$ cat src/rtl/mem_port_arbiter_if.sv
// ---------------------------------------------------------------------------
// mem_port_arbiter_if
//
// Purpose:
//   Bundles every signal around the shared memory port arbiter. This covers
//   the instruction-fetch requester, the data load/store requester and the
//   backing-memory port. Clock and reset are not part of the bundle.
//
// Handshake semantics (all three channels):
//   - A requester raises x_req with its address and payload. It holds them
//     stable until it sees x_done=1.
//   - It must drop x_req during the cycle x_done is high. A request still
//     high afterwards counts as a new request.
//   - The arbiter raises m_req with a registered address, write enable and
//     write data, and holds them until m_ack.
//   - m_ack is a one-cycle pulse. m_rdata and m_err are only meaningful
//     while m_ack=1.
//   - x_rdata and x_err are only meaningful while x_done=1.
//   - x_wait is x_req & ~x_done. It is a combinational convenience for the
//     requester.
//
// Modports:
//   master : the arbiter. It serves requesters and drives the memory port.
//   slave  : the environment, made up of the requesters and the memory.
// ---------------------------------------------------------------------------
interface mem_port_arbiter_if #(
    parameter int ADDR_W = 32,
    parameter int DATA_W = 32
);
    // Instruction-fetch requester
    logic              i_req;
    logic [ADDR_W-1:0] i_addr;
    logic [DATA_W-1:0] i_rdata;
    logic              i_done;
    logic              i_err;
    logic              i_wait;

    // Data load/store requester
    logic              d_req;
    logic              d_we;
    logic [ADDR_W-1:0] d_addr;
    logic [DATA_W-1:0] d_wdata;
    logic [DATA_W-1:0] d_rdata;
    logic              d_done;
    logic              d_err;
    logic              d_wait;

    // Backing-memory port
    logic              m_req;
    logic              m_we;
    logic [ADDR_W-1:0] m_addr;
    logic [DATA_W-1:0] m_wdata;
    logic [DATA_W-1:0] m_rdata;
    logic              m_ack;
    logic              m_err;

    modport master (
        input  i_req, i_addr,
        output i_rdata, i_done, i_err, i_wait,
        input  d_req, d_we, d_addr, d_wdata,
        output d_rdata, d_done, d_err, d_wait,
        output m_req, m_we, m_addr, m_wdata,
        input  m_rdata, m_ack, m_err
    );

    modport slave (
        output i_req, i_addr,
        input  i_rdata, i_done, i_err, i_wait,
        output d_req, d_we, d_addr, d_wdata,
        input  d_rdata, d_done, d_err, d_wait,
        input  m_req, m_we, m_addr, m_wdata,
        output m_rdata, m_ack, m_err
    );
endinterface

$ cat src/rtl/mem_port_arbiter.sv
// ---------------------------------------------------------------------------
// mem_port_arbiter
//
// Purpose:
//   Shares one backing-memory port between the instruction-fetch requester
//   and the data load/store requester.
//   - Data wins contention by default.
//   - After STARVE_LIMIT consecutive data grants made while a fetch was
//     waiting, the fetch is forced through.
//   - A memory access that sees no m_ack for TIMEOUT cycles is aborted. The
//     requester then gets a done pulse with err=1 and rdata=0, and the
//     control path treats that as a segv.
//
// Ports:
//   clk        : system clock, rising edge
//   rst_n      : asynchronous active-low reset
//   bus        : mem_port_arbiter_if.master. Carries the requester channels
//                and the memory port (see the interface header for the
//                handshake).
//   dbg_state  : current grant state
//                (0=IDLE, 1=BUSY_I, 2=BUSY_D, 3=DONE)
//   dbg_streak : current count of consecutive data grants made while a
//                fetch was pending
//
// Timing:
//   - Request sampled in IDLE at edge 0: m_req is high after edge 0.
//   - m_ack in cycle k: x_done is high in cycle k+1.
//   - Next arbitration happens in cycle k+2.
//
// Parameter constraints: STARVE_LIMIT >= 1, TIMEOUT >= 1.
// ---------------------------------------------------------------------------
module mem_port_arbiter #(
    parameter int ADDR_W       = 32,
    parameter int DATA_W       = 32,
    parameter int STARVE_LIMIT = 4,
    parameter int TIMEOUT      = 255
) (
    input  logic                              clk,
    input  logic                              rst_n,
    mem_port_arbiter_if.master                bus,
    output logic [1:0]                        dbg_state,
    output logic [$clog2(STARVE_LIMIT+1)-1:0] dbg_streak
);
    localparam int STREAK_W = $clog2(STARVE_LIMIT + 1);
    localparam int TCNT_W   = $clog2(TIMEOUT + 1);

    localparam logic [STREAK_W-1:0] STREAK_MAX = STREAK_W'(STARVE_LIMIT);
    // The counter holds the number of BUSY cycles already completed without
    // an ack. Seeing TIMEOUT-1 here means the current cycle is the last one
    // allowed.
    localparam logic [TCNT_W-1:0]   TCNT_LAST  = TCNT_W'(TIMEOUT - 1);

    typedef enum logic [1:0] {
        ST_IDLE   = 2'd0,
        ST_BUSY_I = 2'd1,
        ST_BUSY_D = 2'd2,
        ST_DONE   = 2'd3
    } state_t;

    // Registered state and its next-state values
    state_t              state_q,   state_d;
    logic [STREAK_W-1:0] streak_q,  streak_d;
    logic [TCNT_W-1:0]   tcnt_q,    tcnt_d;

    logic                m_req_q,   m_req_d;
    logic                m_we_q,    m_we_d;
    logic [ADDR_W-1:0]   m_addr_q,  m_addr_d;
    logic [DATA_W-1:0]   m_wdata_q, m_wdata_d;

    logic                i_done_q,  i_done_d;
    logic                i_err_q,   i_err_d;
    logic [DATA_W-1:0]   i_rdata_q, i_rdata_d;

    logic                d_done_q,  d_done_d;
    logic                d_err_q,   d_err_d;
    logic [DATA_W-1:0]   d_rdata_q, d_rdata_d;

    logic                data_wins;

    // -----------------------------------------------------------------------
    // State register
    // -----------------------------------------------------------------------
    always_ff @(posedge clk or negedge rst_n) begin
        if (!rst_n) begin
            state_q   <= ST_IDLE;
            streak_q  <= '0;
            tcnt_q    <= '0;
            m_req_q   <= 1'b0;
            m_we_q    <= 1'b0;
            m_addr_q  <= '0;
            m_wdata_q <= '0;
            i_done_q  <= 1'b0;
            i_err_q   <= 1'b0;
            i_rdata_q <= '0;
            d_done_q  <= 1'b0;
            d_err_q   <= 1'b0;
            d_rdata_q <= '0;
        end else begin
            state_q   <= state_d;
            streak_q  <= streak_d;
            tcnt_q    <= tcnt_d;
            m_req_q   <= m_req_d;
            m_we_q    <= m_we_d;
            m_addr_q  <= m_addr_d;
            m_wdata_q <= m_wdata_d;
            i_done_q  <= i_done_d;
            i_err_q   <= i_err_d;
            i_rdata_q <= i_rdata_d;
            d_done_q  <= d_done_d;
            d_err_q   <= d_err_d;
            d_rdata_q <= d_rdata_d;
        end
    end

    // -----------------------------------------------------------------------
    // Next-state and output logic
    // -----------------------------------------------------------------------
    always_comb begin
        // Hold everything by default. The done pulses default low, so each
        // one lasts exactly the single DONE cycle.
        state_d   = state_q;
        streak_d  = streak_q;
        tcnt_d    = tcnt_q;
        m_req_d   = m_req_q;
        m_we_d    = m_we_q;
        m_addr_d  = m_addr_q;
        m_wdata_d = m_wdata_q;
        i_done_d  = 1'b0;
        i_err_d   = i_err_q;
        i_rdata_d = i_rdata_q;
        d_done_d  = 1'b0;
        d_err_d   = d_err_q;
        d_rdata_d = d_rdata_q;

        // Data wins any contention unless the fetch has waited through a
        // full streak of data grants.
        data_wins = bus.d_req & (~bus.i_req | (streak_q != STREAK_MAX));

        case (state_q)
            ST_IDLE: begin
                tcnt_d = '0;
                if (data_wins) begin
                    m_req_d   = 1'b1;
                    m_we_d    = bus.d_we;
                    m_addr_d  = bus.d_addr;
                    m_wdata_d = bus.d_wdata;
                    state_d   = ST_BUSY_D;
                    // The streak only grows while a fetch is actually waiting.
                    if (bus.i_req) begin
                        streak_d = (streak_q == STREAK_MAX) ? STREAK_MAX
                                                            : streak_q + STREAK_W'(1);
                    end else begin
                        streak_d = '0;
                    end
                end else if (bus.i_req) begin
                    m_req_d   = 1'b1;
                    m_we_d    = 1'b0;
                    m_addr_d  = bus.i_addr;
                    m_wdata_d = '0;
                    state_d   = ST_BUSY_I;
                    streak_d  = '0;
                end
            end

            ST_BUSY_I, ST_BUSY_D: begin
                // An ack in the final allowed cycle takes priority over the
                // abort.
                if (bus.m_ack) begin
                    m_req_d = 1'b0;
                    state_d = ST_DONE;
                    if (state_q == ST_BUSY_I) begin
                        i_done_d  = 1'b1;
                        i_err_d   = bus.m_err;
                        i_rdata_d = bus.m_rdata;
                    end else begin
                        d_done_d = 1'b1;
                        d_err_d  = bus.m_err;
                        // A store returns no data, so d_rdata keeps its
                        // previous load result.
                        if (!m_we_q) begin
                            d_rdata_d = bus.m_rdata;
                        end
                    end
                end else if (tcnt_q == TCNT_LAST) begin
                    m_req_d = 1'b0;
                    state_d = ST_DONE;
                    if (state_q == ST_BUSY_I) begin
                        i_done_d  = 1'b1;
                        i_err_d   = 1'b1;
                        i_rdata_d = '0;
                    end else begin
                        d_done_d  = 1'b1;
                        d_err_d   = 1'b1;
                        d_rdata_d = '0;
                    end
                end else begin
                    tcnt_d = tcnt_q + TCNT_W'(1);
                end
            end

            ST_DONE: begin
                tcnt_d  = '0;
                state_d = ST_IDLE;
            end

            default: begin
                state_d = ST_IDLE;
            end
        endcase
    end

    // -----------------------------------------------------------------------
    // Outputs
    // -----------------------------------------------------------------------
    assign bus.m_req   = m_req_q;
    assign bus.m_we    = m_we_q;
    assign bus.m_addr  = m_addr_q;
    assign bus.m_wdata = m_wdata_q;

    assign bus.i_done  = i_done_q;
    assign bus.i_err   = i_err_q;
    assign bus.i_rdata = i_rdata_q;
    assign bus.i_wait  = bus.i_req & ~i_done_q;

    assign bus.d_done  = d_done_q;
    assign bus.d_err   = d_err_q;
    assign bus.d_rdata = d_rdata_q;
    assign bus.d_wait  = bus.d_req & ~d_done_q;

    assign dbg_state   = state_q;
    assign dbg_streak  = streak_q;
endmodule

$ cat src/flat_wrapper.sv
// flat-port wrapper written by rule: the top's interface ports become plain ports
module mem_port_arbiter_flat 
#(
    parameter int ADDR_W       = 32,
    parameter int DATA_W       = 32,
    parameter int STARVE_LIMIT = 4,
    parameter int TIMEOUT      = 255
)
  (clk, rst_n, dbg_state, dbg_streak, bus_i_req, bus_i_addr, bus_i_rdata, bus_i_done, bus_i_err, bus_i_wait, bus_d_req, bus_d_we, bus_d_addr, bus_d_wdata, bus_d_rdata, bus_d_done, bus_d_err, bus_d_wait, bus_m_req, bus_m_we, bus_m_addr, bus_m_wdata, bus_m_rdata, bus_m_ack, bus_m_err);
  mem_port_arbiter_if #(.ADDR_W(ADDR_W), .DATA_W(DATA_W)) bus_i ();
  input  logic clk;
  input  logic rst_n;
  output logic [1:0] dbg_state;
  output logic [$clog2(STARVE_LIMIT+1)-1:0] dbg_streak;
  input wire logic [$bits(bus_i.i_req)-1:0] bus_i_req;
  input wire logic [$bits(bus_i.i_addr)-1:0] bus_i_addr;
  output wire logic [$bits(bus_i.i_rdata)-1:0] bus_i_rdata;
  output wire logic [$bits(bus_i.i_done)-1:0] bus_i_done;
  output wire logic [$bits(bus_i.i_err)-1:0] bus_i_err;
  output wire logic [$bits(bus_i.i_wait)-1:0] bus_i_wait;
  input wire logic [$bits(bus_i.d_req)-1:0] bus_d_req;
  input wire logic [$bits(bus_i.d_we)-1:0] bus_d_we;
  input wire logic [$bits(bus_i.d_addr)-1:0] bus_d_addr;
  input wire logic [$bits(bus_i.d_wdata)-1:0] bus_d_wdata;
  output wire logic [$bits(bus_i.d_rdata)-1:0] bus_d_rdata;
  output wire logic [$bits(bus_i.d_done)-1:0] bus_d_done;
  output wire logic [$bits(bus_i.d_err)-1:0] bus_d_err;
  output wire logic [$bits(bus_i.d_wait)-1:0] bus_d_wait;
  output wire logic [$bits(bus_i.m_req)-1:0] bus_m_req;
  output wire logic [$bits(bus_i.m_we)-1:0] bus_m_we;
  output wire logic [$bits(bus_i.m_addr)-1:0] bus_m_addr;
  output wire logic [$bits(bus_i.m_wdata)-1:0] bus_m_wdata;
  input wire logic [$bits(bus_i.m_rdata)-1:0] bus_m_rdata;
  input wire logic [$bits(bus_i.m_ack)-1:0] bus_m_ack;
  input wire logic [$bits(bus_i.m_err)-1:0] bus_m_err;
  assign bus_i.i_req = bus_i_req;
  assign bus_i.i_addr = bus_i_addr;
  assign bus_i_rdata = bus_i.i_rdata;
  assign bus_i_done = bus_i.i_done;
  assign bus_i_err = bus_i.i_err;
  assign bus_i_wait = bus_i.i_wait;
  assign bus_i.d_req = bus_d_req;
  assign bus_i.d_we = bus_d_we;
  assign bus_i.d_addr = bus_d_addr;
  assign bus_i.d_wdata = bus_d_wdata;
  assign bus_d_rdata = bus_i.d_rdata;
  assign bus_d_done = bus_i.d_done;
  assign bus_d_err = bus_i.d_err;
  assign bus_d_wait = bus_i.d_wait;
  assign bus_m_req = bus_i.m_req;
  assign bus_m_we = bus_i.m_we;
  assign bus_m_addr = bus_i.m_addr;
  assign bus_m_wdata = bus_i.m_wdata;
  assign bus_i.m_rdata = bus_m_rdata;
  assign bus_i.m_ack = bus_m_ack;
  assign bus_i.m_err = bus_m_err;
  mem_port_arbiter #(.ADDR_W(ADDR_W), .DATA_W(DATA_W), .STARVE_LIMIT(STARVE_LIMIT), .TIMEOUT(TIMEOUT)) u_core (.clk(clk), .rst_n(rst_n), .bus(bus_i), .dbg_state(dbg_state), .dbg_streak(dbg_streak));
endmodule
$ cat config.mk
export PLATFORM = sky130hd
export DESIGN_NAME = mem_port_arbiter_flat
export DESIGN_NICKNAME = d
export VERILOG_FILES = /design/src/rtl/mem_port_arbiter_if.sv /design/src/rtl/mem_port_arbiter.sv /design/src/flat_wrapper.sv
export SDC_FILE = /design/constraint.sdc
export NUM_CORES = 1
export LEC_CHECK = 0
export CELL_PAD_IN_SITES_DETAIL_PLACEMENT = 0
export CELL_PAD_IN_SITES_GLOBAL_PLACEMENT = 1
export CORE_MARGIN = 2
export CORE_UTILIZATION = 34
export DETAILED_ROUTE_END_ITERATION = 8
export PLACE_DENSITY = 0.81
export RECOVER_POWER = 100
export SETUP_SLACK_MARGIN = 0.15
export SLEW_MARGIN = 5
export SYNTH_ARGS = -nofsm -noshare
export SYNTH_HDL_FRONTEND = slang
export SYNTH_SLANG_ARGS = --single-unit
$ cat constraint.sdc
create_clock -name clk -period 4.9 [get_ports clk]
set_input_delay 0.98 -clock clk [delete_from_list [all_inputs] [get_ports clk]]
set_output_delay 0.98 -clock clk [all_outputs]
set_load 0.02 [all_outputs]
### After elaboration in Yosys (flattened, before gate mapping)

Index checks and enable logic that the tools add are counted.

* bits in registers: 147
* input bits: 135

* $add $sub $neg: 2
* eq/ne operators: 11
* mux-type cells: 48
* bitwise gates (word level): 8
* reductions and logical operators: 13

Operator list (count)
* two-way mux 32 bit: 13
* two-way mux 1 bit: 22
* two-way mux 8 bit: 2
* one-hot mux 8 bit (2 select lines): 1
* two-way mux 3 bit: 4
* AND reduction 3 bit: 3
* adder 8 x 1 -> 8 bit, second input constant: 1
* equality test 8 bit, second input constant: 1
* two-way mux 2 bit: 4
* inequality test 2 bit, second input constant: 3
* inequality test 3 x 2 -> 1 bit, second input constant: 2
* one-hot mux 2 bit (3 select lines): 1
* AND reduction 2 bit: 3
* nonzero test 2 bit: 3
* equality test 2 bit, second input constant: 2
* inverter 1 bit: 4
* AND reduction 4 bit: 1
* OR reduction 2 bit: 2
* adder 3 x 1 -> 3 bit, second input constant: 1
* AND 1 bit: 3
* equality test 3 bit, second input constant: 1
* inequality test 3 bit, second input constant: 1
* equality test 2 x 1 -> 1 bit, second input constant: 1
* zero test 2 bit: 1
* 2 further kinds: 2

### Longest topological paths before layout

Gate-level depths: netlist (run 1).

* word-level depth: 5
* mapped depth: 8
* depth with buffers taken out: 6

### Worst setup path before layout (run 1)

No wires, ideal clock.

* kind: input -> output
* start: in bus_d_req
* end: out bus_d_wait
* arrival: 1.568 ns
* required time: 3.920 ns
* path slack: 2.352 ns
* stages on the path: 2
* path buffers: 1
* path through: clkbuf_1 > nor2b_1

* word-level cells in the longest chain between the ends: 1

Ends and longest elaborated chain
* start: declaration: RTL line flat_wrapper.sv:21 `input wire logic [$bits(bus_i.d_req)-1:0] bus_d_req;`
* AND 1 bit: RTL line mem_port_arbiter.sv:228 `assign bus.d_wait = bus.d_req & ~d_done_q;`
* end: declaration: RTL line flat_wrapper.sv:28 `output wire logic [$bits(bus_i.d_wait)-1:0] bus_d_wait;`

No other way between the ends.

### Worst setup path in the final report (run 1)

* start: in bus_i_req
* end: reg u_core.m_wdata_q[5] (netlist: u_core.bus.m_wdata[5])

* word-level cells in the longest chain between the ends: 5
* elaborated cells between the ends (all ways): 6

Ends and longest elaborated chain
* start: declaration: RTL line flat_wrapper.sv:15 `input wire logic [$bits(bus_i.i_req)-1:0] bus_i_req;`
* inverter 1 bit: RTL line mem_port_arbiter.sv:137 `data_wins = bus.d_req & (~bus.i_req | (streak_q != STREAK_MAX));`
* OR 1 bit: RTL line mem_port_arbiter.sv:137
* AND 1 bit: RTL line mem_port_arbiter.sv:137
* nonzero test 2 bit (no line)
* AND reduction 2 bit (no line)
* end signal: assignment: RTL line mem_port_arbiter.sv:105 `m_wdata_q <= m_wdata_d;`
* end: declaration: RTL line mem_port_arbiter.sv:68 `logic [DATA_W-1:0] m_wdata_q, m_wdata_d;`

Several ways; a longest one is shown, not always the timed one.
A chain may end at the register's enable or synchronous reset.

==> results.yml, run 1 <==
setup_path:
  reg2reg_from: "u_core.dbg_state[0]"
  required_ns: 5.26
  startpoint: "bus_i_req"
  r2r_end: "u_core.bus.d_rdata[26]"
  r2r_cells: 6
  critPathCapture: "u_core.bus.m_wdata[5]"
  cp-start-kind: "primary input"
  cp-end-kind: "register"
  crit_type: "primary input to register"
  arrival_ns: 4.12
  cp_max_fo: 51
  r2r_slack_ns: 1.38
timing:
  worst_pin_slew_ns: 3.13
  rsz0062_at_grt: "false"
  setup_viol: 0
  hold_violations: 0
  max_freq_ghz: 0.266
  min_period_over_period_pct: 76.8
  slew_headroom_pct: -109
  setup_tns_ns: 0
  skew_ns: 0.0140
  fin_crit_ns: 3.76
  slew_violations: 147
synth:
  synth_warnings: 0
  async_flop_share_pct: 100
  synth_area_leaders: "dfrtp_1 59%, a32o_1 5.5%, mux2i_1 5.3%"
  ys.flop_type: "dfrtp_1"
  synth_largest_area_cell: "dfrtp_1"
  ys_ff_latch: 147
  syn_area_mm2: 0.00623
  synthMostInstantiatedCell: "dfrtp_1"
  synth_cell_types: 46
  synth_edf_count: 0
  synth_commonest_cells: "147 x dfrtp_1, 39 x inv_1, 39 x nand2_1, 37 x o21ai_0"
  synth.net_count: 676
  synth.top_cell.area_share_pct: 59.0
  syn_inst: 533
  syn_avg_cell_area_um2: 11.7
  ys_seq_area_share_pct: 59.0
die:
  fp.coreArea_mm2: 0.0180
  rows: 49
  fp.dieArea_mm2: 0.0194
  die_w_um: 139
  fp.dieH_um: 139
  io_pins: 276
  start_util_pct: 34.7
grt:
  antenna_found_initial: 0
  grt_use_met1_pct: 22.6
  grt_pass1_wl_um: 29400
  top_usage_layer: "met2"
  met3_usage_pct: 6.50
  grt_max_degree: 66
  grtUsageTotal_pct: 18.9
  overflow: 0
  grt_pass1_vias: 5412
  met2_usage_pct: 31.9
detailed_routing:
  via_count: 5171
  initialDrtViolationCount: 243
  drc: 0
  wire_per_inst_um: 17.8
  via_per_inst: 5.00
  wl_um: 18500
  firstDrtPassIters: 5
  ant_nets: 0
clock_tree:
  clock_path_buffers: 2
  cts-root-buf: "clkbuf_16"
  clock_latency_ns: 0.42
  numCtsBuffers: 17
  postCtsHoldBufs: 0
  clk_pin_slew_ns: 0.06
  cts_setup_buffers: 0
  cts.repair.resized: 0
  h-tree-depth: 4
  cts_tree: "built"
  cts_sinks: 147
power:
  netSwitchingFraction_pct: 40.1
  total_power_mw: 6.37
  powerDensity_mw_per_mm2: 660
  p_clk_share_pct: 21.0
  vdd_drop_max_mv: 0.320
  comb_power_share_pct: 46.9
  leakage_nw: 4.33
  p_sw_mw: 2.55
  intPower_mw: 3.82
  sequentialPowerShare_pct: 32.1
finish:
  syn_to_final_growth_pct: 54.7
  num_antenna_cells: 0
  drive_gt1_share_pct: 5.34
  final_cells: 1034
  design_area_mm2: 0.00965
  finalNetCount: 935
  final_util_pct: 53.7
  fillerInstances: 1563
place:
  dp_cells: 1002
  dpl.hpwl_um: 13000
  port_buffers: 275
  place.gp.congestion: 0.804
  dpl_cell_area_mm2: 0.00910
outcome:
  status: "finished, violations left"
  violations: "capacitance limit, slew limit"
run:
  maxCapViolations: 3
min_path:
  hold_path_class: "register to register"
==> critical path, cell delays in order <==
cell,delay [ns]
dlygate4sd3_1,0.66
o21ai_2,1.28
clkbuf_1,0.89
a22o_1,0.28
==> flip-flops by register name, indices dropped and copies added (netlist names) <==
| name | flops |
|---|---|
| u_core.bus.i_done | 1 |
| u_core.bus.i_rdata | 32 |
| u_core.bus.m_addr | 32 |
| u_core.bus.m_req | 1 |
| u_core.bus.m_wdata | 32 |
| u_core.bus.d_rdata | 32 |
| u_core.dbg_state | 2 |
| u_core.dbg_streak | 3 |
| u_core.tcnt_q | 8 |
| u_core.bus.d_done | 1 |
| u_core.bus.m_we | 1 |
| u_core.bus.d_err | 1 |
| u_core.bus.i_err | 1 |
==> kinds of logic (layout without fill, tap and decap cells) <==
| kind of cell | after synthesis | in the layout | share of synthesized area (%) |
|---|---|---|---|
| buffers and inverters | 84 | 356 | 6.42 |
| AO/OA/AOI/OAI | 154 | 154 | 18.2 |
| adder cells (fa/ha/maj) | 8 | 8 | 1.61 |
| XOR/XNOR | 3 | 3 | 0.422 |
| multiplexers | 35 | 35 | 5.72 |
| flip-flops | 147 | 147 | 59.0 |
| AND/OR/NAND/NOR | 102 | 102 | 8.61 |
==> cells in the final DEF, fill, tap and decap left out, types with 6 or more instances in the layout <==
master / n
a21oi_1: 7
a22o_1: 33
a32o_1: 34
buf_4: 6
clkbuf_1: 6
clkbuf_16: 17
clkdlybuf4s50_1: 131
dfrtp_1: 147
dlygate4sd3_1: 142
ha_1: 8
inv_1: 39
mux2i_1: 33
nand2_1: 40
nand4_1: 34
nor2_1: 9
o21ai_0: 65
==> layout make-up <==
cell class	instances	area, um2	area share (%)
timing repair buffer	285	2800	29.0
sequential	147	3680	38.1
clock buffer	18	429	4.45
tap	229	287	2.97
clock inverter	14	175	1.82
multi-input combinational	302	2130	22.1
inverter	39	146	1.52
==> how the worst min path moves through the flow <==
stage | end | from | slack (ns) | cells past startpoint
floorplan | u_core.tcnt_q[7] | u_core.tcnt_q[7] | 0.51 | 2
global placement | u_core.bus.m_addr[5] | u_core.bus.m_addr[5] | 0.46 | 2
detailed placement | u_core.bus.m_addr[19] | u_core.bus.m_addr[19] | 0.47 | 2
CTS | u_core.bus.m_addr[19] | u_core.bus.m_addr[19] | 0.49 | 2
global route | u_core.bus.m_addr[24] | u_core.bus.m_addr[24] | 0.49 | 2
finish | u_core.bus.m_addr[19] | u_core.bus.m_addr[19] | 0.47 | 2
==> metal layers <==
layer	vias to the layer above	routed length, um
met5	-	0
met4	0	363
met3	23	1480
met2	209	9200
met1	2478	7400
li1	2461	-
==> power groups by stage <==
| stage | registers (mW) | clock network (mW) | logic (mW) |
|---|---|---|---|
| floorplan | 2.70 | 0 | 1.09 |
| global placement | 2.06 | 0 | 3.19 |
| detailed placement | 2.08 | 0 | 3.26 |
| CTS | 2.07 | 1.37 | 3.27 |
| global route | 2.12 | 1.43 | 3.21 |
| finish | 2.04 | 1.34 | 2.99 |
==> through the flow <==
step	hold slack [ns]	worst slack (ns)
2_1_floorplan	0.509	2.35
3_5_place_dp	0.471	1.45
3_3_place_gp	0.464	1.43
6_report	0.470	1.14
5_1_grt	0.495	0.757
4_1_cts	0.486	1.43
No activity file was read; power rests on OpenSTA's default activity.
==> inputs of run 2 (changes only) <==
Settings changed: CORE_UTILIZATION 34 to 29, PLACE_DENSITY 0.81 to 0.73.
Clock period 4.9 ns to 3.02 ns, I/O delays scaled along.
==> run 2 against run 1 <==
The run still ends with capacitance limit, slew limit left. Critical path depth grew 3. Clock power grew 58%. Global-route usage shrank 2.6 points. Combinational power grew 63%. First-iteration DRC count shrank 24%. Core utilization shrank 7.5 points. Largest cell class unchanged. Largest power group unchanged. Highest routed layer unchanged.
==> results.yml, run 2 (synthesis results as in run 1) <==
outcome:
  status: "finished, violations left"
  violations: "capacitance limit, slew limit"
setup_path:
  arrival_ns: 2.81
  max_stage_delay_ns: 0.58
  path_buf_inv: 3
  reg2reg_from: "u_core.tcnt_q[0]"
  required_ns: 3.26
  cp_slowest_cell: "nand2_1"
  startpoint: "bus_i_req"
  crit_chain: "dlygate4sd3_1, clkbuf_1, nand3_1, nand2_1, buf_12, mux2i_1, o21ai_0"
  cp_max_fo: 22
  cp-end-kind: "register"
  crit_type: "primary input to register"
  path_delay_family: "buffers and inverters"
  cp-start-kind: "primary input"
timing:
  setup_viol: 0
  slew_violations: 33
  max_freq_ghz: 0.389
  min_period_over_period_pct: 85.1
  fin_crit_ns: 2.57
  hold_violations: 0
  setup_tns_ns: 0
  rsz0062_at_grt: "false"
  skew_ns: 0.0123
  slew_headroom_pct: -26.9
  worst_pin_slew_ns: 1.90
  hold_slack_ns: 0.469
clock_tree:
  clock_path_buffers: 2
  cts_setup_buffers: 0
  cts_sinks: 147
  clock_latency_ns: 0.42
  cts-root-buf: "clkbuf_16"
  clk_pin_slew_ns: 0.06
  cts.repair.resized: 0
  numCtsBuffers: 17
  h-tree-depth: 4
  cts_tree: "built"
  postCtsHoldBufs: 0
finish:
  num_antenna_cells: 0
  finalNetCount: 942
  syn_to_final_growth_pct: 56.2
  design_area_mm2: 0.00974
  final_cells: 1087
  final_cell_mix: "147 x dfrtp_1, 142 x dlygate4sd3_1, 131 x clkdlybuf4s50_1"
  fillerInstances: 2007
  final_common_cell: "dfrtp_1"
  drive_gt1_share_pct: 6.28
power:
  leakage_nw: 4.38
  sequentialPowerShare_pct: 32.1
  p_clk_share_pct: 20.6
  powerDensity_mw_per_mm2: 1060
  total_power_mw: 10.3
  comb_power_share_pct: 47.3
  netSwitchingFraction_pct: 40.8
  p_sw_mw: 4.20
  intPower_mw: 6.09
  vdd_drop_max_mv: 0.432
grt:
  grtUsageTotal_pct: 16.4
  grt_max_degree: 66
  grt_pass1_wl_um: 28800
  overflow: 0
  grt_pass1_vias: 5227
  antenna_found_initial: 0
detailed_routing:
  ant_nets: 0
  via_per_inst: 4.76
  via_count: 5178
  firstDrtPassIters: 4
  wl_um: 19000
  wire_per_inst_um: 17.5
  drc: 0
  initialDrtViolationCount: 185
die:
  rows: 53
  start_util_pct: 29.6
  fp.dieArea_mm2: 0.0227
  fp.coreArea_mm2: 0.0211
  fp.dieH_um: 151
  io_pins: 276
  die_w_um: 151
min_path:
  holdCritStartpoint: "u_core.bus.m_addr[30]"
  hold_path_class: "register to register"
run:
  maxCapViolations: 1
place:
  port_buffers: 275
  dpl_cell_area_mm2: 0.00924
  dpl.hpwl_um: 13300
  place.gp.congestion: 0.743
  dp_cells: 1055
run 2: changes by cell type in the layout (fill, tap and decap cells not counted), moves of 3 or more:
cell and change:
inv_8 +5, clkbuf_2 +4, clkinvlp_4 -3, inv_6 +3
run 2: per-layer routing:
layer	GRT usage, %	wire length [um]	up-vias
li1	-	-	2480
met1	21.1	7970	2512
met2	25.6	9120	164
met3	5.58	1460	22
met4	6.03	422	0
met5	0	0	-
run 2: final timing paths:
path                                     endpoint  slack, ns  cells past startpoint
min                         u_core.bus.m_addr[30]       0.47                      2
min in group asynchronous  u_core.bus.m_wdata[11]       0.70                      1
max                          u_core.bus.m_addr[8]       0.45                      7
max reg2reg                u_core.bus.d_rdata[21]       0.51                      7
max in group asynchronous   u_core.bus.m_wdata[3]       0.78                      2
min reg2reg                 u_core.bus.m_addr[30]       0.47                      2
run 2: per-stage QoR:
step	utilization, %	setup slack [ns]
2_1_floorplan	-	1.22
3_3_place_gp	43.8	0.590
3_5_place_dp	43.8	0.518
4_1_cts	46.6	0.595
5_1_grt	46.2	0.283
6_report	46.2	0.449
run 2: layout make-up:
type                            instances  area, um2  share of cell area (%)
Timing Repair Buffer                  292       2870                    29.5
Clock buffer                           17        425                    4.37
Clock inverter                         15        161                    1.66
Tap cell                              275        344                    3.53
Multi-Input combinational cell        302       2110                    21.7
Inverter                               39        146                    1.50
Sequential cell                       147       3680                    37.8
run 2: tightest hold or removal path: stages, from the launching register on:
cell and delay (ns):
dfrtp_1 0.33, nand2_1 0.04, o21ai_0 0.06
run 2: power by group through the flow:
stage / clock, mW / sequential [mW] / combinational [mW]
2_1_floorplan: 0 / 4.37 / 1.76
3_3_place_gp: 0 / 3.36 / 5.32
3_5_place_dp: 0 / 3.37 / 5.33
4_1_cts: 2.19 / 3.35 / 5.35
5_1_grt: 2.27 / 3.42 / 5.25
6_report: 2.12 / 3.30 / 4.87
